`src/rtl/seq_divider.sv`:
```
// rtl/seq_divider.sv - multi-cycle signed restoring divider (quotient to LO, remainder to HI)
//
// Ports:
//   clock, reset_n         rising-edge clock, asynchronous active-low reset
//   start                  request; accepted only while busy=0
//   dividend, divisor      signed operands, sampled when start is accepted
//   busy                   high while an operation is in flight (CALC and FIX)
//   done                   one-cycle pulse; quotient/remainder valid from this cycle
//   quotient, remainder    signed results, held until the next completed operation
//   div_by_zero            only when SEQ_DIV_DZ_FLAG_EN is defined: set by a divide by zero,
//                          cleared at the next accepted start
//
// Optional feature macro: SEQ_DIV_DZ_FLAG_EN

module seq_divider #(
    parameter int WIDTH = 32
) (
    input  logic             clock,
    input  logic             reset_n,
    input  logic             start,
    input  logic [WIDTH-1:0] dividend,
    input  logic [WIDTH-1:0] divisor,
    output logic             busy,
    output logic             done,
    output logic [WIDTH-1:0] quotient,
`ifdef SEQ_DIV_DZ_FLAG_EN
    output logic [WIDTH-1:0] remainder,
    output logic             div_by_zero
`else
    output logic [WIDTH-1:0] remainder
`endif
);

    localparam int CW = (WIDTH > 1) ? $clog2(WIDTH) : 1;

    typedef enum logic [1:0] {
        IDLE = 2'd0,
        CALC = 2'd1,
        FIX  = 2'd2
    } state_t;

    state_t           state;
    state_t           state_next;
    logic [CW-1:0]    count;
    logic [WIDTH-1:0] q_reg;
    logic [WIDTH-1:0] r_reg;
    logic [WIDTH-1:0] d_mag;
    logic             sign_a;
    logic             sign_q;
    logic [WIDTH:0]   r_shift;
    logic [WIDTH:0]   r_trial;
    logic             fits;
`ifdef SEQ_DIV_DZ_FLAG_EN
    logic             dz_op;
`endif

    // Magnitude as WIDTH-bit unsigned: the most negative value maps to 2^(WIDTH-1) exactly.
    function automatic logic [WIDTH-1:0] mag(input logic [WIDTH-1:0] v);
        return v[WIDTH-1] ? (~v + 1'b1) : v;
    endfunction

    // One restoring step: shift the next dividend bit into R, try subtracting |divisor|.
    // R < |divisor| <= 2^(WIDTH-1), so the shifted value fits in WIDTH+1 bits and the
    // borrow out of the trial subtraction is the "does not fit" indication.
    always_comb begin
        r_shift = {r_reg, q_reg[WIDTH-1]};
        r_trial = r_shift - {1'b0, d_mag};
        fits    = ~r_trial[WIDTH];
    end

    always_comb begin
        state_next = state;
        case (state)
            IDLE: if (start) state_next = (divisor == '0) ? FIX : CALC;
            CALC: if (count == '0) state_next = FIX;
            FIX:  state_next = IDLE;
            default: state_next = IDLE;
        endcase
    end

    assign busy = (state != IDLE);

    always_ff @(posedge clock or negedge reset_n) begin
        if (!reset_n) begin
            state     <= IDLE;
            done      <= 1'b0;
            count     <= '0;
            q_reg     <= '0;
            r_reg     <= '0;
            d_mag     <= '0;
            sign_a    <= 1'b0;
            sign_q    <= 1'b0;
            quotient  <= '0;
            remainder <= '0;
`ifdef SEQ_DIV_DZ_FLAG_EN
            dz_op       <= 1'b0;
            div_by_zero <= 1'b0;
`endif
        end else begin
            state <= state_next;
            done  <= (state == FIX);
            case (state)
                IDLE: begin
                    if (start) begin
                        sign_a <= dividend[WIDTH-1];
                        d_mag  <= mag(divisor);
                        count  <= CW'(WIDTH - 1);
                        r_reg  <= '0;
                        if (divisor == '0) begin
                            // Preload the divide-by-zero result so FIX needs no special case:
                            // Q = all-ones unsigned, R = |dividend| re-signed to the dividend.
                            sign_q <= 1'b0;
                            q_reg  <= '1;
                            r_reg  <= mag(dividend);
                        end else begin
                            sign_q <= dividend[WIDTH-1] ^ divisor[WIDTH-1];
                            q_reg  <= mag(dividend);
                        end
`ifdef SEQ_DIV_DZ_FLAG_EN
                        dz_op       <= (divisor == '0);
                        div_by_zero <= 1'b0;
`endif
                    end
                end
                CALC: begin
                    r_reg <= fits ? r_trial[WIDTH-1:0] : r_shift[WIDTH-1:0];
                    q_reg <= {q_reg[WIDTH-2:0], fits};
                    count <= count - 1'b1;
                end
                FIX: begin
                    quotient  <= sign_q ? (~q_reg + 1'b1) : q_reg;
                    remainder <= sign_a ? (~r_reg + 1'b1) : r_reg;
`ifdef SEQ_DIV_DZ_FLAG_EN
                    div_by_zero <= dz_op;
`endif
                end
                default: ;
            endcase
        end
    end

endmodule

```
`config.mk`:
```
export PLATFORM = sky130hd
export DESIGN_NAME = seq_divider
export DESIGN_NICKNAME = d
export VERILOG_FILES = /design/src/rtl/seq_divider.sv
export SDC_FILE = /design/constraint.sdc
export NUM_CORES = 1
export LEC_CHECK = 0
export CAP_MARGIN = 25
export CORE_ASPECT_RATIO = 1.5
export CORE_MARGIN = 4
export CORE_UTILIZATION = 40
export DETAILED_ROUTE_END_ITERATION = 10
export GPL_TIMING_DRIVEN = 0
export MAX_ROUTING_LAYER = met4
export RECOVER_POWER = 25
export SLEW_MARGIN = 20
export SYNTH_ARGS = -nofsm -noshare
export SYNTH_HDL_FRONTEND = slang
export SYNTH_SLANG_ARGS = --single-unit
```
`constraint.sdc`:
```
create_clock -name clock -period 4.8 [get_ports clock]
set_clock_uncertainty 0.1 [all_clocks]
set_input_delay 0.96 -clock clock [delete_from_list [all_inputs] [get_ports clock]]
set_output_delay 0.96 -clock clock [all_outputs]
set_load 0.02 [all_outputs]
```
Word level (Yosys, flattened, before mapping) --
Cells that the tools add are included. W data, S select, Z words.
Storage, ports and cells: register bits after elaboration 170, logic and storage cells 52, bits of input ports 67, output and inout bits 66
Cells by class: multiplexer cells 18, reductions and logical operators 8, equal/unequal tests 4, $add $sub $neg 6, bitwise logic cells 6
Operators with widths (count):
- $mux W32 | 9
- $add A32 B1 Y32 const B | 4
- $not A32 Y32 | 4
- $pmux W32 S2 | 2
- $sub A33 B32 Y33 | 1
- $logic_not A32 Y1 | 1
- $pmux W5 S2 | 1
- $mux W2 | 3
- $reduce_and A2 Y1 | 3
- $logic_not A5 Y1 | 1
- $mux W5 | 1
- $sub A5 B1 Y5 const B | 1
- $ne A2 B2 Y1 const B | 2
- $pmux W2 S2 | 1
- $reduce_bool A2 Y1 | 2
- $eq A2 B1 Y1 const B | 1
- $eq A2 B2 Y1 const B | 1
- $logic_not A2 Y1 | 1
- $mux W1 | 1
- $not A1 Y1 | 1
- $xor A1 B1 Y1 | 1

Depth between registers and ports, before layout --
Gate-level depths: netlist of the first run.
depth after elaboration 6, depth in mapped cells 14, mapped depth without buffers 12

Least setup slack after synthesis of the first run --
OpenSTA, ideal clock, no wires.
path type input port to flip-flop, start input port divisor[9], end register r_reg[31], stages on the path 9, path buffers 0, setup time 0.078 ns, arrival 3.433 ns, slack 1.189 ns, required time 4.622 ns, path through or4_4 -> or3_4 -> or3_4 -> or3_4 -> or3_4 -> nor3_4 -> a22o_4 -> a31oi_1 -> o21ai_1
Between the ends: longest elaborated chain between the ends 4
RTL lines:
- start: declaration | RTL line 22 | input logic [WIDTH-1:0] divisor,
- $logic_not A32 Y1 | RTL line 109 | if (divisor == '0) begin
- $mux W32 | RTL line 109
- $mux W32 | RTL line 104 | if (start) begin
- $pmux W32 S2 | RTL line 102 | case (state)
- end signal: assignment | RTL line 114 | r_reg <= mag(dividend);
- end signal: assignment | RTL line 126 | r_reg <= fits ? r_trial[WIDTH-1:0] : r_shift[WIDTH-1:0];
- end: declaration | RTL line 46 | logic [WIDTH-1:0] r_reg;
No other way between the ends. The select of a mux whose other input is x is not followed. A chain may end at the register's enable or synchronous reset.

Worst setup path after layout of the first run --
start register r_reg[0], end register r_reg[27]
Between the ends: longest elaborated chain between the ends 3
RTL lines:
- $sub A33 B32 Y33 | RTL line 67 | r_trial = r_shift - {1'b0, d_mag};
- $mux W32 | RTL line 126
- $pmux W32 S2 | RTL line 102
No other way between the ends.

==> impl_metrics.csv, run 1 <==
group,metric,value,unit
timing,hold_viol_final,0,
cts,post_cts_buffers,0,
layout,fillers,2837,
timing,worst_pin_slew,3430,ps
worst_setup_path,critPathLaunchType,"register",
status,status,"finished, violations left",
detailed_routing,wl_per_cell,21.4,µm
pwr,intPower,5.31,mW
pwr,power.switching,5.21,mW
worst_setup_path,critPathMaxFanout,10,
yosys,yosys.area.top_type,"dfrtp_1",
cts,clkLatencyLatePin,460,ps
detailed_routing,first_iter_violations,701,
die,die-width,146,µm
detailed_routing,wl_met1,15300,µm
placed_design,io_buffer_count,131,
status,violations,"max-capacitance violations, max-slew violations",
pwr,netSwitchingFraction,49.5,%
detailed_routing,ant_nets,0,
pwr,peakVddDrop,0.312,mV
die,core,28100,µm²
die,num_rows,75,
timing,relSlewSlack,-129,%
worst_setup_path,path_cells,"inv_1, fa_1, nand2b_1, a21o_1, a2111o_1, a21oi_1, or3_1, and3_1, clkbuf_1, buf_1, a31oi_1, a31oi_1",
yosys,synth.most_common_cell,"nand2_1",
cts,cts_resized,0,
global_routing,grt_overflow,0,
flow_run,maxCapViolations,1,
placed_design,dpl_cell_area,13200,µm²
timing,max_freq,235,MHz
detailed_routing,route.met3.wl,1780,µm
worst_setup_path,cp_top_family,"compound AO/OA/AOI/OAI gates",
layout,area_growth,20.4,%
layout,drive_gt1_share,3.92,%
global_routing,antenna_found_initial,0,
layout,fin_nets,1625,
detailed_routing,routed_wl,40100,µm
layout,fin_area,13700,µm²
pwr,p_leak,5.77,nW
cts,htreeDepth,4,
cts,root_buffer,"clkbuf_16",
pwr,power.share.clock,12.8,%
worst_setup_path,crit_arrival,4540,ps
timing,finalHoldWorstSlack,377,ps
detailed_routing,num_vias,10800,
detailed_routing,vias_per_cell,5.78,
detailed_routing,drt_first_pass_iters,7,
timing,finalCriticalPeriod,4260,ps
yosys,synth_fp_nets,1474,
pwr,p_total,10.5,mW
yosys,synth_top_area_share,37.4,%
worst_setup_path,critical_path.max_stage_delay,610,ps
timing,setup_viol_count_final,0,
worst_setup_path,required,5080,ps
timing,report.final.slew_viol_count,76,
placed_design,globalplace.congestion,0.946,
yosys,ys_seq_elements,170,
global_routing,grt_max_degree,96,
die,dieArea,31300,µm²
yosys,synth_area,11400,µm²
yosys,synthCells,1368,
yosys,synthArstFlopShare,100,%
pwr,seqPwrFrac,27.0,%
cts,cts_made_buffers,17,
yosys,ys_seq_area_share,37.4,%
worst_setup_path,crit_type,"register to register",
cts,tritoncts,"done",
cts,max-clock-path-buffers,2,
yosys,ys_top_cells_by_area,"dfrtp_1 37%, o21ai_0 8.5%, xor2_1 8.2%",
timing,fin_setup_tns,0,ps
die,die_h,215,µm
die,io_pins,133,
global_routing,track_usage,26.0,%
yosys,yosys_warnings,0,
worst_setup_path,endpoint_kind,"register",
timing,grt_setup_unrepaired,"false",
yosys,synth_area_per_cell,8.32,µm²
cts,clock-sinks,170,
min_path,hold_path.class,"register to register",
yosys,synth_edf_count,0,
detailed_routing,top_layer,"met4",
die,start_util,40.6,%
cts,cts.clk_slew.worst_paths,70,ps
worst_setup_path,timing.critical_path.buf_inv,3,
worst_setup_path,cp_common_cell,"a31oi_1",
global_routing,grt_pass1_wl,61400,µm
pwr,power_density,767,nW/µm²
yosys,yosysUniqueCellTypes,69,
detailed_routing,met2_length,20700,µm
global_routing,grt_pass1_vias,10700,
worst_setup_path,cpMaxStageDelayCell,"buf_1",
cts,cts_hold_buf,0,
pwr,power_frac_comb,60.1,%
timing,min_period_over_period,88.8,%
detailed_routing,drc,0,
yosys,synth_common_cells,"223 x nand2_1, 194 x o21ai_0, 170 x dfrtp_1",
placed_design,hpwl,32100,µm
layout,antenna_cells,0,
yosys,ys.flop_type,"dfrtp_1",
## cell type report
cell class,count,area (µm²),area share (%)
Sequential cell,170,4250,31.0
Clock buffer,22,484,3.53
Tap cell,346,433,3.16
Timing Repair Buffer,132,1340,9.78
Clock inverter,7,66.3,0.484
Inverter,54,203,1.48
Multi-Input combinational cell,1068,6630,48.3
Buffer,76,302,2.20
## cell usage in the layout, fill, tap and decap left out, types with 20 or more instances in the layout
master and n:
clkdlybuf4s50_1 130, o31ai_1 38, or3_1 27, xnor2_1 37, o22ai_1 20, nor2_1 52, a21oi_1 74, nand2_1 223
xor2_1 107, clkbuf_1 63, inv_1 53, ha_1 38, o21ai_0 194, dfrtp_1 170
## worst min-delay path, stage by stage, from the launching register on
cell and delay, ps:
dfrtp_1 340, nand2_1 40, o21ai_0 60
## worst paths after layout
check / from / to / slack, ps / cells after the start
min in group asynchronous: reset_n / remainder[15] / 1610 / 1
worst max register to register: r_reg[0] / r_reg[27] / 540 / 12
max in group asynchronous: reset_n / quotient[18] / 1050 / 1
worst max-delay path: r_reg[0] / r_reg[27] / 540 / 12
worst min register to register: quotient[27] / quotient[27] / 380 / 2
worst min-delay path: quotient[27] / quotient[27] / 380 / 2
## power groups by stage
stage	Combinational (mW)	Sequential [mW]	Clock, mW
final	6.32	2.84	1.35
after global routing	6.99	2.92	1.42
after CTS	6.34	2.84	1.36
after detailed placement	6.31	2.86	0
after global placement	6.22	2.84	0
after floorplan	4.01	2.87	0
## routing by layer
layer | track usage (%) | vias up
met2 | 46.2 | 366
met4 | 14.0 | 0
li1 | - | 5184
met3 | 3.40 | 119
met1 | 28.1 | 5166
met5 | - | -
## through the flow
stage          std cells  util, %  setup WS (ps)
2_1_floorplan       1368        -           1190
3_3_place_gp        1845     46.8          -4470
3_5_place_dp        1846     46.9            122
4_1_cts             1875     48.9            555
5_1_grt             1875     48.9            267
6_report            1875     48.9            537
## logic make-up (layout without fill, tap and decap cells)
family / after synthesis / count (layout) / synth area share [%]
AOI/OAI and AO/OA: 447 / 447 / 23.9
muxes: 11 / 11 / 0.978
buffers and inverters: 130 / 291 / 4.43
xor gates and xnor gates: 144 / 144 / 11.1
DFF: 170 / 170 / 37.4
and+or+nand+nor: 427 / 427 / 17.9
adders and majority gates: 39 / 39 / 4.35
Power figures use the tool's default switching activity.
==> inputs of run 2 (changes only) <==
--- a/config.mk
+++ b/config.mk
@@ -5,10 +5,12 @@
 export SDC_FILE = /design/constraint.sdc
 export NUM_CORES = 1
 export LEC_CHECK = 0
+export ABC_AREA = 0
 export CAP_MARGIN = 25
 export CORE_ASPECT_RATIO = 1.5
 export CORE_MARGIN = 4
 export CORE_UTILIZATION = 40
+export CTS_CLUSTER_SIZE = 12
 export DETAILED_ROUTE_END_ITERATION = 10
 export GPL_TIMING_DRIVEN = 0
 export MAX_ROUTING_LAYER = met4
==> results of run 2 <==
Final layout, timing and power as in run 1 (identical DEF).
